[src/rtl/seg7_scan_hex.sv]
// Multiplexed hex 7-segment driver: load-captured shadow, prescaled digit scan, active-low pins.
// Pins are registered one cycle after any idx/shadow change; no flow control, load always accepted.
module seg7_scan_hex #(
  parameter int DIGITS   = 4,
  parameter int DIV_BITS = 18
) (
  input  logic                  clk,
  input  logic                  clr,
  input  logic [4*DIGITS-1:0]   data,
  input  logic                  load,
  input  logic [DIGITS-1:0]     dp_in,
  input  logic [DIGITS-1:0]     blank,
  input  logic                  lz_en,
  output logic [6:0]            a_to_g,
  output logic                  dp,
  output logic [DIGITS-1:0]     an
);

  localparam int IDX_W = (DIGITS > 1) ? $clog2(DIGITS) : 1;
  localparam logic [IDX_W-1:0] LAST = IDX_W'(DIGITS - 1);

  logic [DIV_BITS-1:0] cnt;
  logic                tick;
  logic [IDX_W-1:0]    idx;
  logic [4*DIGITS-1:0] sh_data;
  logic [DIGITS-1:0]   sh_dp;
  logic [DIGITS-1:0]   sh_blank;

  logic [DIGITS-1:0]   upper_zero;
  logic                zacc;
  logic [3:0]          nib;
  logic                dark;
  logic [6:0]          seg_nxt;
  logic                dp_nxt;
  logic [DIGITS-1:0]   an_nxt;

  assign tick = &cnt;

  function automatic logic [6:0] hex_to_seg(input logic [3:0] n);
    case (n)
      4'h0: hex_to_seg = 7'h01;
      4'h1: hex_to_seg = 7'h4F;
      4'h2: hex_to_seg = 7'h12;
      4'h3: hex_to_seg = 7'h06;
      4'h4: hex_to_seg = 7'h4C;
      4'h5: hex_to_seg = 7'h24;
      4'h6: hex_to_seg = 7'h20;
      4'h7: hex_to_seg = 7'h0F;
      4'h8: hex_to_seg = 7'h00;
      4'h9: hex_to_seg = 7'h04;
      4'hA: hex_to_seg = 7'h08;
      4'hB: hex_to_seg = 7'h60;
      4'hC: hex_to_seg = 7'h31;
      4'hD: hex_to_seg = 7'h42;
      4'hE: hex_to_seg = 7'h30;
      default: hex_to_seg = 7'h38;
    endcase
  endfunction

  always_comb begin
    // upper_zero[i]: nibbles i..DIGITS-1 of the shadow are all zero
    zacc       = 1'b1;
    upper_zero = '0;
    for (int i = DIGITS - 1; i >= 0; i--) begin
      zacc          = zacc & (sh_data[4*i +: 4] == 4'h0);
      upper_zero[i] = zacc;
    end
    nib  = sh_data[4*idx +: 4];
    dark = sh_blank[idx] | (lz_en & (idx != '0) & upper_zero[idx]);
    if (dark) begin
      seg_nxt = 7'h7F;
      dp_nxt  = 1'b1;
      an_nxt  = '1;
    end else begin
      seg_nxt = hex_to_seg(nib);
      dp_nxt  = ~sh_dp[idx];
      an_nxt  = ~(DIGITS'(1) << idx);
    end
  end

  always_ff @(posedge clk) begin
    if (clr) begin
      cnt      <= '0;
      idx      <= '0;
      sh_data  <= '0;
      sh_dp    <= '0;
      sh_blank <= '0;
      a_to_g   <= 7'h7F;
      dp       <= 1'b1;
      an       <= '1;
    end else begin
      cnt <= cnt + DIV_BITS'(1);
      if (tick)
        idx <= (idx == LAST) ? '0 : idx + IDX_W'(1);
      if (load) begin
        sh_data  <= data;
        sh_dp    <= dp_in;
        sh_blank <= blank;
      end
      a_to_g <= seg_nxt;
      dp     <= dp_nxt;
      an     <= an_nxt;
    end
  end

endmodule

[config.mk]
export PLATFORM = sky130hd
export DESIGN_NAME = seg7_scan_hex
export DESIGN_NICKNAME = d
export VERILOG_FILES = /design/src/rtl/seg7_scan_hex.sv
export SDC_FILE = /design/constraint.sdc
export NUM_CORES = 1
export LEC_CHECK = 0
export ABC_AREA = 1
export ABC_CLOCK_PERIOD_IN_PS = 3300
export CAP_MARGIN = 0
export CORE_ASPECT_RATIO = 1.75
export CORE_UTILIZATION = 30
export CTS_BUF_LIST = sky130_fd_sc_hd__clkbuf_4 sky130_fd_sc_hd__clkbuf_8 sky130_fd_sc_hd__clkbuf_16
export CTS_CLUSTER_DIAMETER = 30
export DETAILED_ROUTE_END_ITERATION = 10
export GPL_ROUTABILITY_DRIVEN = 0
export GPL_TIMING_DRIVEN = 0
export SKIP_CTS_REPAIR_TIMING = 1
export SLEW_MARGIN = 10
export SYNTH_ARGS = -nofsm -noshare
export SYNTH_HDL_FRONTEND = slang
export SYNTH_SLANG_ARGS = --single-unit
[constraint.sdc]
create_clock -name clk -period 3.3 [get_ports clk]
set_input_delay 0.66 -clock clk [delete_from_list [all_inputs] [get_ports clk]]
set_output_delay 0.66 -clock clk [all_outputs]
set_load 0.01 [all_outputs]
==> results.json <==
{
  "viasPerCell": 4.48,
  "drt.antenna.violating_nets": 0,
  "crit_path_frequent_cell": "nand2_1",
  "critical_path_class": "flip-flop to flip-flop",
  "hp-class": "flip-flop to flip-flop",
  "avgSynthCellArea_um2": 7.21,
  "path_cells": "buf_6, inv_4, buf_8, nand2_1, nand3_1, nand2_1, inv_1, ha_1, nand3_1, nand2_1, a21oi_1, nand2_1",
  "synth_top_family_by_area": "simple AND/OR/NAND/NOR gates",
  "nFillCells": 919,
  "finClkSkew_ns": 0.00670,
  "crit_buf_inv": 4,
  "dieArea_mm2": 0.00943,
  "dp_hpwl_um": 4730,
  "antenna_cells": 0,
  "critPathArrivalTime_ns": 2.07,
  "endpoint_kind": "flip-flop",
  "clk_pin_slew_worst_paths_ns": 0.07,
  "netlist_instances": 376,
  "antenna_found_initial": 0,
  "rows": 45,
  "grt_max_degree": 17,
  "p_leak_uw": 0.00144,
  "ys_top_cells_by_area": "dfxtp_1 41%, nand2_1 12%, nor2_1 11%",
  "track_usage_pct": 13.8,
  "reg2reg_depth": 12,
  "synth_compound_area_share_pct": 9.65,
  "synth_top_area_share_pct": 41.4,
  "crit_slowest_cell": "dfxtp_1",
  "nNetsFinal": 460,
  "ys_warn_count": 0,
  "yosysTopAreaCell": "dfxtp_1",
  "coreArea_mm2": 0.00873,
  "powerDensity_mw_per_mm2": 441,
  "whs_path_depth": 1,
  "fmax_mhz": 532,
  "period_minus_slack_ns": 1.88,
  "port_buffers": 38,
  "grt_pass1_vias": 2355,
  "start_util_pct": 31.1,
  "vias": 2413,
  "fp.dieH_um": 128,
  "path_depth": 12,
  "cts-htree-levels": 2,
  "synthArstFlopShare_pct": 0,
  "required_ns": 3.49,
  "synth_edf_count": 0,
  "relSlewSlack_pct": 71.3,
  "ys.flop_type": "dfxtp_1",
  "drcViolationCount": 0,
  "cap_violations": 0,
  "routed_wl_um": 5910,
  "setup_tns_ns": 0,
  "insertion_delay_ns": 0.29,
  "area_delta_synth_final_pct": 25.6,
  "cts_buffers": 5,
  "cts_tree": "yes",
  "clockBufferDepth": 2,
  "fp.dieW_um": 73.8,
  "netlist_area_mm2": 0.00271,
  "overflow": 0,
  "cts_root_buffer": "clkbuf_16",
  "ir_worst_vdd_mv": 0.403,
  "drv_slew": 0,
  "synth_seq_cells": 56,
  "grt_first_pass_wirelength_um": 10100,
  "synthesis.nets": 415,
  "cp_top_family": "simple AND/OR/NAND/NOR gates",
  "wl_per_cell_um": 11.0,
  "drive_gt1_share_pct": 8.77,
  "setup_viol_count_final": 0,
  "place_ws_ns": 1.28,
  "tightest_slew_ns": 0.430,
  "critPathLaunchType": "flip-flop",
  "synth.area.mux_share_pct": 0,
  "seq_area_frac_synth_pct": 41.4,
  "path_max_fanout": 11,
  "pin_count": 40,
  "synthSimpleGateAreaFrac_pct": 35.8,
  "status": "completed",
  "synth_cell_types": 31,
  "first_pass_iters": 4,
  "synth_adder_area_share_pct": 5.08,
  "cts.sinks": 56,
  "setup_ws_ns": 1.42,
  "hold_viol_final": 0,
  "rsz0062_at_grt": "false",
  "period_share_pct": 57.0,
  "max_stage_delay_ns": 0.38,
  "synthXorXnorAreaFrac_pct": 0.970,
  "drt_iter0_markers": 54
}
==> cell type report <==
cell class,instances,area (um^2),area share [%]
buffer,13,92.6,2.72
sequential,56,1120,32.9
clock buffer,6,133,3.90
inverter,25,101,2.98
clock inverter,2,35.0,1.03
multi-input combinational,282,1400,41.0
tap,117,146,4.30
timing repair buffer,38,380,11.2
==> cells in the mapped netlist, types with 2 or more instances <==
library cell   n
nand2_1       84
nor2_1        83
dfxtp_1       56
nand3_1       32
o21ai_0       31
inv_1         22
a21oi_1       12
ha_1          11
clkbuf_1       6
nand2_2        5
buf_6          4
inv_4          3
nor2_2         3
nor2_4         3
buf_2          2
nand2_4        2
nand3_2        2
xor2_1         2
==> kinds of logic (layout without fill, tap and decap cells) <==
| logic type | Yosys count | in the layout |
|---|---|---|
| simple gates | 221 | 221 |
| flops | 56 | 56 |
| fa+ha+maj | 11 | 11 |
| xor+xnor | 3 | 3 |
| compound gates | 47 | 47 |
| buf+inv | 38 | 84 |
==> registers in the layout, indices dropped and copies added (netlist names) <==
| name | flops |
|---|---|
| a_to_g | 7 |
| an | 4 |
| cnt | 18 |
| dp | 1 |
| idx | 2 |
| sh_blank | 4 |
| sh_data | 16 |
| sh_dp | 4 |
==> power breakdown <==
group / leakage [uW] / internal [uW] / switching [uW]
Combinational: 0.000892 / 85.7 / 88.1
Clock: 0.0000843 / 365 / 234
Sequential: 0.000461 / 709 / 19.3
==> per-layer routing <==
metal  GRT usage [%]  part of all wire [%]
met1            13.6                    39
met2            25.8                    55
met3            2.83                   2.5
met4            7.81                   3.5
met5               0                     0
==> through the flow <==
| stage | area (um^2) | cells | utilization (%) | hold WS [ns] | power [uW] |
|---|---|---|---|---|---|
| floorplan | 2710 | 376 | - | 0.429 | 840 |
| global placement | 3240 | 531 | 37.1 | 0.446 | 917 |
| detailed placement | 3240 | 531 | 37.1 | 0.447 | 920 |
| CTS | 3400 | 539 | 39.0 | 0.464 | 1530 |
| global route | 3400 | 539 | 39.0 | 0.483 | 1580 |
| finish | 3400 | 539 | 39.0 | 0.461 | 1500 |
==> worst paths after layout <==
check	slack [ns]	end	startpoint
min reg2reg	0.46	cnt[0]	cnt[0]
min	0.46	cnt[0]	cnt[0]
max	1.42	a_to_g[1]	idx[0]
max reg2reg	1.42	a_to_g[1]	idx[0]
==> cell usage in the layout, fill, tap and decap left out, drive strengths merged <==
master,netlist,final
a21oi,13,13
inv,25,25
buf,7,7
clkinv,0,1
o22ai,1,1
nand2,91,91
clkbuf,6,12
o21a,1,1
nor3,1,1
or2,1,1
clkdlybuf4s50,0,38
ha,11,11
nor3b,1,1
nand3b,1,1
xor2,2,2
and2,1,1
nor2,89,89
o21ai,32,32
nand4,1,1
dfxtp,56,56
xnor2,1,1
nand3,35,35
bufinv,0,1
Power figures use the tool's default switching activity.
